## src/rtl/wb_stream_pkg.sv

```systemverilog
// wb_stream_pkg: shared FSM state encoding and Wishbone cycle-type constants
// for the stream reader controller (wb_stream_reader_ctrl).
package wb_stream_pkg;

    typedef enum logic [1:0] {
        S_IDLE  = 2'd0,
        S_WAIT  = 2'd1,
        S_BURST = 2'd2
    } state_t;

    localparam logic [2:0] CTI_CLASSIC = 3'b000;
    localparam logic [2:0] CTI_INC     = 3'b010;
    localparam logic [2:0] CTI_EOB     = 3'b111;
    localparam logic [1:0] BTE_LINEAR  = 2'b00;

endpackage

```

## src/rtl/wb_stream_reader_ctrl.sv

```systemverilog
// wb_stream_reader_ctrl: Wishbone burst-write master that drains a show-ahead
// stream FIFO into a linear memory buffer in bursts of up to burst_size words.
//
// Ports:
//   wb_clk_i, wb_rst_n_i     clock, asynchronous active-low reset
//   wbm_*                    Wishbone master (write-only, linear incrementing bursts)
//   fifo_d, fifo_rd, fifo_cnt show-ahead FIFO head word, pop strobe, fill level
//   enable                   start-of-buffer request pulse
//   busy, irq, tx_cnt        transfer in progress, completion pulse, words written
//   start_adr, buf_size, burst_size  configuration, sampled live
//   err                      sticky bus-error flag (only with WB_STREAM_READER_ERR_EN)
//
// Build option: define WB_STREAM_READER_ERR_EN to abort the buffer on wbm_err_i
// and expose the err output; otherwise wbm_err_i is ignored and stalls like rty.
module wb_stream_reader_ctrl
    import wb_stream_pkg::*;
#(
    parameter int WB_AW         = 32,
    parameter int WB_DW         = 32,
    parameter int FIFO_AW       = 4,
    parameter int MAX_BURST_LEN = 16
) (
    input  logic                 wb_clk_i,
    input  logic                 wb_rst_n_i,
    output logic [WB_AW-1:0]     wbm_adr_o,
    output logic [WB_DW-1:0]     wbm_dat_o,
    output logic [WB_DW/8-1:0]   wbm_sel_o,
    output logic                 wbm_we_o,
    output logic                 wbm_cyc_o,
    output logic                 wbm_stb_o,
    output logic [2:0]           wbm_cti_o,
    output logic [1:0]           wbm_bte_o,
    input  logic [WB_DW-1:0]     wbm_dat_i,
    input  logic                 wbm_ack_i,
    input  logic                 wbm_err_i,
    input  logic                 wbm_rty_i,
    input  logic [WB_DW-1:0]     fifo_d,
    output logic                 fifo_rd,
    input  logic [FIFO_AW:0]     fifo_cnt,
    input  logic                 enable,
    output logic                 busy,
    output logic                 irq,
`ifdef WB_STREAM_READER_ERR_EN
    output logic                 err,
`endif
    output logic [WB_AW-1:0]     tx_cnt,
    input  logic [WB_AW-1:0]     start_adr,
    input  logic [WB_AW-1:0]     buf_size,
    input  logic [WB_AW-1:0]     burst_size
);

    localparam int BW = $clog2(MAX_BURST_LEN + 1);

    if (FIFO_AW < 1) begin : g_bad_fifo_aw
        $error("FIFO_AW must be greater than 0");
    end

    state_t           state_q, state_d;
    logic             busy_q, busy_d;
    logic             irq_q, irq_d;
    logic [WB_AW-1:0] tx_q, tx_d;
    logic [WB_AW-1:0] blen_q, blen_d;
    logic [BW-1:0]    bcnt_q, bcnt_d;
    logic [WB_AW-1:0] buf_words, rem, bsz, blen, tx_inc;
    logic             in_burst, last, ack, done;
`ifdef WB_STREAM_READER_ERR_EN
    logic             err_q, err_d, abort;
`endif
    logic             unused;

    assign buf_words = {2'b00, buf_size[WB_AW-1:2]};
    assign rem       = buf_words - tx_q;
    assign bsz       = (burst_size == '0) ? WB_AW'(1) : burst_size;
    assign blen      = (bsz < rem) ? bsz : rem;
    assign tx_inc    = tx_q + 1'b1;
    assign in_burst  = state_q == S_BURST;
    assign last      = WB_AW'(bcnt_q) == blen_q - 1'b1;
    assign done      = tx_inc == buf_words;
`ifdef WB_STREAM_READER_ERR_EN
    // A simultaneous err wins over ack so the failing word is never counted.
    assign abort     = in_burst & wbm_err_i;
    assign ack       = in_burst & wbm_ack_i & ~wbm_err_i;
    assign err       = err_q;
    assign unused    = ^{wbm_dat_i, wbm_rty_i, buf_size[1:0]};
`else
    assign ack       = in_burst & wbm_ack_i;
    assign unused    = ^{wbm_dat_i, wbm_rty_i, wbm_err_i, buf_size[1:0]};
`endif

    assign wbm_adr_o = start_adr + (tx_q << 2);
    assign wbm_dat_o = fifo_d;
    assign wbm_sel_o = '1;
    assign wbm_we_o  = 1'b1;
    assign wbm_cyc_o = in_burst;
    assign wbm_stb_o = in_burst;
    assign wbm_cti_o = in_burst ? (last ? CTI_EOB : CTI_INC) : CTI_CLASSIC;
    assign wbm_bte_o = BTE_LINEAR;
    assign fifo_rd   = ack;
    assign busy      = busy_q;
    assign irq       = irq_q;
    assign tx_cnt    = tx_q;

    always_comb begin
        state_d = state_q;
        busy_d  = busy_q;
        irq_d   = 1'b0;
        tx_d    = tx_q;
        blen_d  = blen_q;
        bcnt_d  = bcnt_q;
`ifdef WB_STREAM_READER_ERR_EN
        err_d   = err_q;
`endif
        if (state_q == S_IDLE && enable && buf_words != '0) begin
            state_d = S_WAIT;
            busy_d  = 1'b1;
            tx_d    = '0;
            bcnt_d  = '0;
`ifdef WB_STREAM_READER_ERR_EN
            err_d   = 1'b0;
`endif
        end
        // Entering a burst only with the whole burst already buffered keeps the FIFO from underflowing.
        if (state_q == S_WAIT && WB_AW'(fifo_cnt) >= blen) begin
            state_d = S_BURST;
            blen_d  = blen;
            bcnt_d  = '0;
        end
        if (ack) begin
            tx_d   = tx_inc;
            bcnt_d = bcnt_q + 1'b1;
            if (last) begin
                state_d = done ? S_IDLE : S_WAIT;
                busy_d  = ~done;
                irq_d   = done;
            end
        end
`ifdef WB_STREAM_READER_ERR_EN
        if (abort) begin
            state_d = S_IDLE;
            busy_d  = 1'b0;
            irq_d   = 1'b1;
            err_d   = 1'b1;
        end
`endif
    end

    always_ff @(posedge wb_clk_i or negedge wb_rst_n_i) begin
        if (!wb_rst_n_i) begin
            state_q <= S_IDLE;
            busy_q  <= 1'b0;
            irq_q   <= 1'b0;
            tx_q    <= '0;
            blen_q  <= '0;
            bcnt_q  <= '0;
`ifdef WB_STREAM_READER_ERR_EN
            err_q   <= 1'b0;
`endif
        end else begin
            state_q <= state_d;
            busy_q  <= busy_d;
            irq_q   <= irq_d;
            tx_q    <= tx_d;
            blen_q  <= blen_d;
            bcnt_q  <= bcnt_d;
`ifdef WB_STREAM_READER_ERR_EN
            err_q   <= err_d;
`endif
        end
    end

endmodule

```

## config.mk

```make
export PLATFORM = sky130hd
export DESIGN_NAME = wb_stream_reader_ctrl
export DESIGN_NICKNAME = d
export VERILOG_FILES = /design/src/rtl/wb_stream_pkg.sv /design/src/rtl/wb_stream_reader_ctrl.sv
export SDC_FILE = /design/constraint.sdc
export NUM_CORES = 1
export LEC_CHECK = 0
export CAP_MARGIN = 10
export CORE_MARGIN = 3
export CORE_UTILIZATION = 40
export DETAILED_ROUTE_END_ITERATION = 8
export PLACE_DENSITY = 0.79
export SETUP_SLACK_MARGIN = 0.15
export SLEW_MARGIN = 20
export SYNTH_ARGS = -nofsm -noshare
export SYNTH_HDL_FRONTEND = slang
export SYNTH_SLANG_ARGS = --single-unit
export TNS_END_PERCENT = 5
```

## constraint.sdc

```tcl
create_clock -name wb_clk_i -period 9.3 [get_ports wb_clk_i]
set_clock_uncertainty 0.05 [all_clocks]
set_input_delay 0.93 -clock wb_clk_i [delete_from_list [all_inputs] [get_ports wb_clk_i]]
set_output_delay 0.93 -clock wb_clk_i [all_outputs]
set_load 0.005 [all_outputs]
```

==> summary.md <==
| Metric | Value |
|---|---|
| Antenna cells | `0` |
| Post-CTS sizing | `0` |
| Number of synthesis warnings | `0` |
| Layout area overhead | `21.2%` |
| Worst-margin pin slew | `1.04 ns` |
| Total global-route track usage | `0.208` |
| Site Rows | `53` |
| First-pass GRT wire length | `41,600 um` |
| Final Slew Violations | `0` |
| Crit path arrival time | `8.25 ns` |
| Wirelength per Cell | `17.3 um` |
| NumNets Final | `roughly 1,500` |
| DRC | `0` |
| CP Class | `in -> reg` |
| Mapped cell area | `8800 um^2` |
| Largest net degree at the start of global routing | `74` |
| Post-synthesis sequential area ratio | `0.208` |
| # setup viols final | `0` |
| Final Core Density | `0.501` |
| Leak pwr | `roughly 0.0046 uW` |
| Most frequent cell after synthesis | `ha_1` |
| Final cycle utilization of the critical path | `0.868` |
| Core Region | `between 20,000 and 25,000 um^2` |
| Crit-path slowest cell | `nor3_1` |
| Iter 0 DRT Violations | `525` |
| Max-cap viol count | `0` |
| Die Span X | `roughly 150 um` |
| R2R Setup Slk | `around 1.8 ns` |
| PD cells | `113 nW/um^2` |
| Hold/Removal Path Class | `reg -> reg` |
| Hold_buf cts | `0` |
| Synth area leaders | `dfrtp_1 21%, ha_1 14%, xnor2_1 6.9%, o21ai_0 5.1%, a21oi_1 4.0%` |
| Critical path capture point type | `flip-flop` |
| Routed Antenna Nets | `0` |
| Post-synth top area cell | `dfrtp_1` |
| Vias in the first global route | `8,370` |
| Die height | `154 um` |
| Clock buffer depth | `2` |
| I/O Buffers | `170` |
| Number of vias per cell | `between 5 and 6` |
| Root Buffer | `clkbuf_16` |
| Max-slew headroom | `0.295` |
| RePlAce Congestion | `0.967` |
| RSZ-0062 raised after global routing | `false` |
| Initial antenna violation count | `2` |
| Mean Syn Cell Area | `7.93 um^2` |
| Post-synth top cells | `98 x ha_1, 90 x o21ai_0, 73 x dfrtp_1, 72 x nor2_1, 71 x a21oi_1` |
| CP peak stage delay | `0.77 ns` |
| Commonest register cell after synthesis | `dfrtp_1` |
| Synth Instances | `1,110` |
| Min Clock Period, post-route | `between 8 and 9 ns` |
| Level count of the clock H-tree | `3` |
| CTS tree | `yes` |
| Fin. Hold Viols | `0` |
| Required time worst endpoint | `9.48 ns` |
| Worst vdd ir | `0.0746 mV` |
| Post-synth EDFFs | `0` |
| Initial core utilization | `0.413` |
| IO Pins | `282` |
| CTS clk-pin slew, worst paths | `around 0.06 ns` |
| Asr flop ratio synth | `1.00` |
| Fmax | `124 MHz` |
| Clock Latency Late Sink | `0.34 ns` |
| GRT overflow | `0` |
| Via count | `between 8,000 and 9,000` |
| Total Routed Length | `25,600 um` |
| Pwr Total | `1210 uW` |
| Status | `completed` |
| CTS sink count | `73` |
| CP max FO | `38` |
| Critical path launch point type | `input port` |
| Drt pass-1 iters | `4` |
| Post-CTS setup buffer count | `0` |
| Synth top area share | `0.208` |
| Final Hold Slack | `approximately 0.42 ns` |
| Yosys reg bits | `73` |
| Post-detail-place hpwl | `roughly 20,000 um` |
| Post-Route Setup TNS | `0 ns` |
| CTS Buf Count | `9` |
| Die Footprint | `23,800 um^2` |
| Yosys cell types | `82` |
| Layout cell share with drive strength beyond 1 | `0.0465` |
## final cells by class
class	count	area, um^2
clock buffer	9	225
clock inverter	7	100
fill	1966	10600
inverter	66	248
multi-input combinational	873	6170
sequential	73	1830
tap	275	344
timing repair buffer	177	1750
## state kept, by name, summed over array words and instances, names as in the netlist
signal / count
blen_q: 32
tx_cnt: 32
bcnt_q: 5
state_q: 2
busy: 1
irq: 1
## critical path: cells and delay by family
family | cells | cell delay, ns
compound gates | 16 | 2.83
xor+xnor | 1 | 0.18
fa+ha+maj | 4 | 1.12
buf+inv | 5 | 1.04
mux | 2 | 0.58
simple gates | 6 | 1.59
## through the flow
stage | setup WS (ns) | cells | cell area (um^2)
6_report | 1.22 | 1480 | 10700
5_1_grt | 0.787 | 1480 | 10700
4_1_cts | 1.36 | 1480 | 10700
3_5_place_dp | 1.05 | 1464 | 10300
3_3_place_gp | 1.23 | 1464 | 10300
2_1_floorplan | 2.74 | 1115 | 8820
## kinds of logic (layout without fill, tap and decap cells)
logic type      after synthesis  in the layout  share of synthesized area
buf+inv                     169            259                     0.0937
compound gates              299            299                      0.224
other cells                   2              7                   0.000854
mux                          11             11                     0.0131
xor+xnor                    106            106                      0.106
simple gates                350            350                      0.210
flops                        73             73                      0.208
fa+ha+maj                   100            100                      0.144
## layer usage
layer | track usage | part of all wire
met3 | 0.0459 | 0.086
met4 | 0.0526 | 0.020
met2 | 0.357 | 0.48
met5 | 0 | 0.00078
met1 | 0.265 | 0.41
## path summary, 6_finish.rpt
kind                                  start    endpoint  cells after the start
worst max-delay path            buf_size[2]   blen_q[0]                     34
max in group asynchronous        wb_rst_n_i  tx_cnt[22]                      2
worst min-delay path             blen_q[12]  blen_q[12]                      1
worst min register to register   blen_q[12]  blen_q[12]                      1
min in group asynchronous        wb_rst_n_i   blen_q[8]                      2
worst max register to register    tx_cnt[2]   blen_q[0]                     32
## where the power goes
part	switching (uW)	total, uW	internal (uW)
clock	145	383	237
sequential	25.5	356	331
combinational	238	470	232
## layout by cell type (no fill, tap or decap), types with 11 or more instances in the layout
master	synthesis	final
a21o_1	31	31
a21oi_1	71	71
and2_1	34	34
clkdlybuf4s50_1	0	169
dfrtp_1	73	73
ha_1	98	98
inv_1	66	66
nand2_1	66	66
nand2b_1	13	13
nand3_1	32	32
nand4_1	27	27
nor2_1	72	71
nor3_1	26	26
nor4_1	26	26
o211ai_1	11	11
o21a_1	14	14
o21ai_0	90	90
or3_1	18	18
xnor2_1	69	69
xor2_1	36	36
Power figures use the tool's default switching activity.
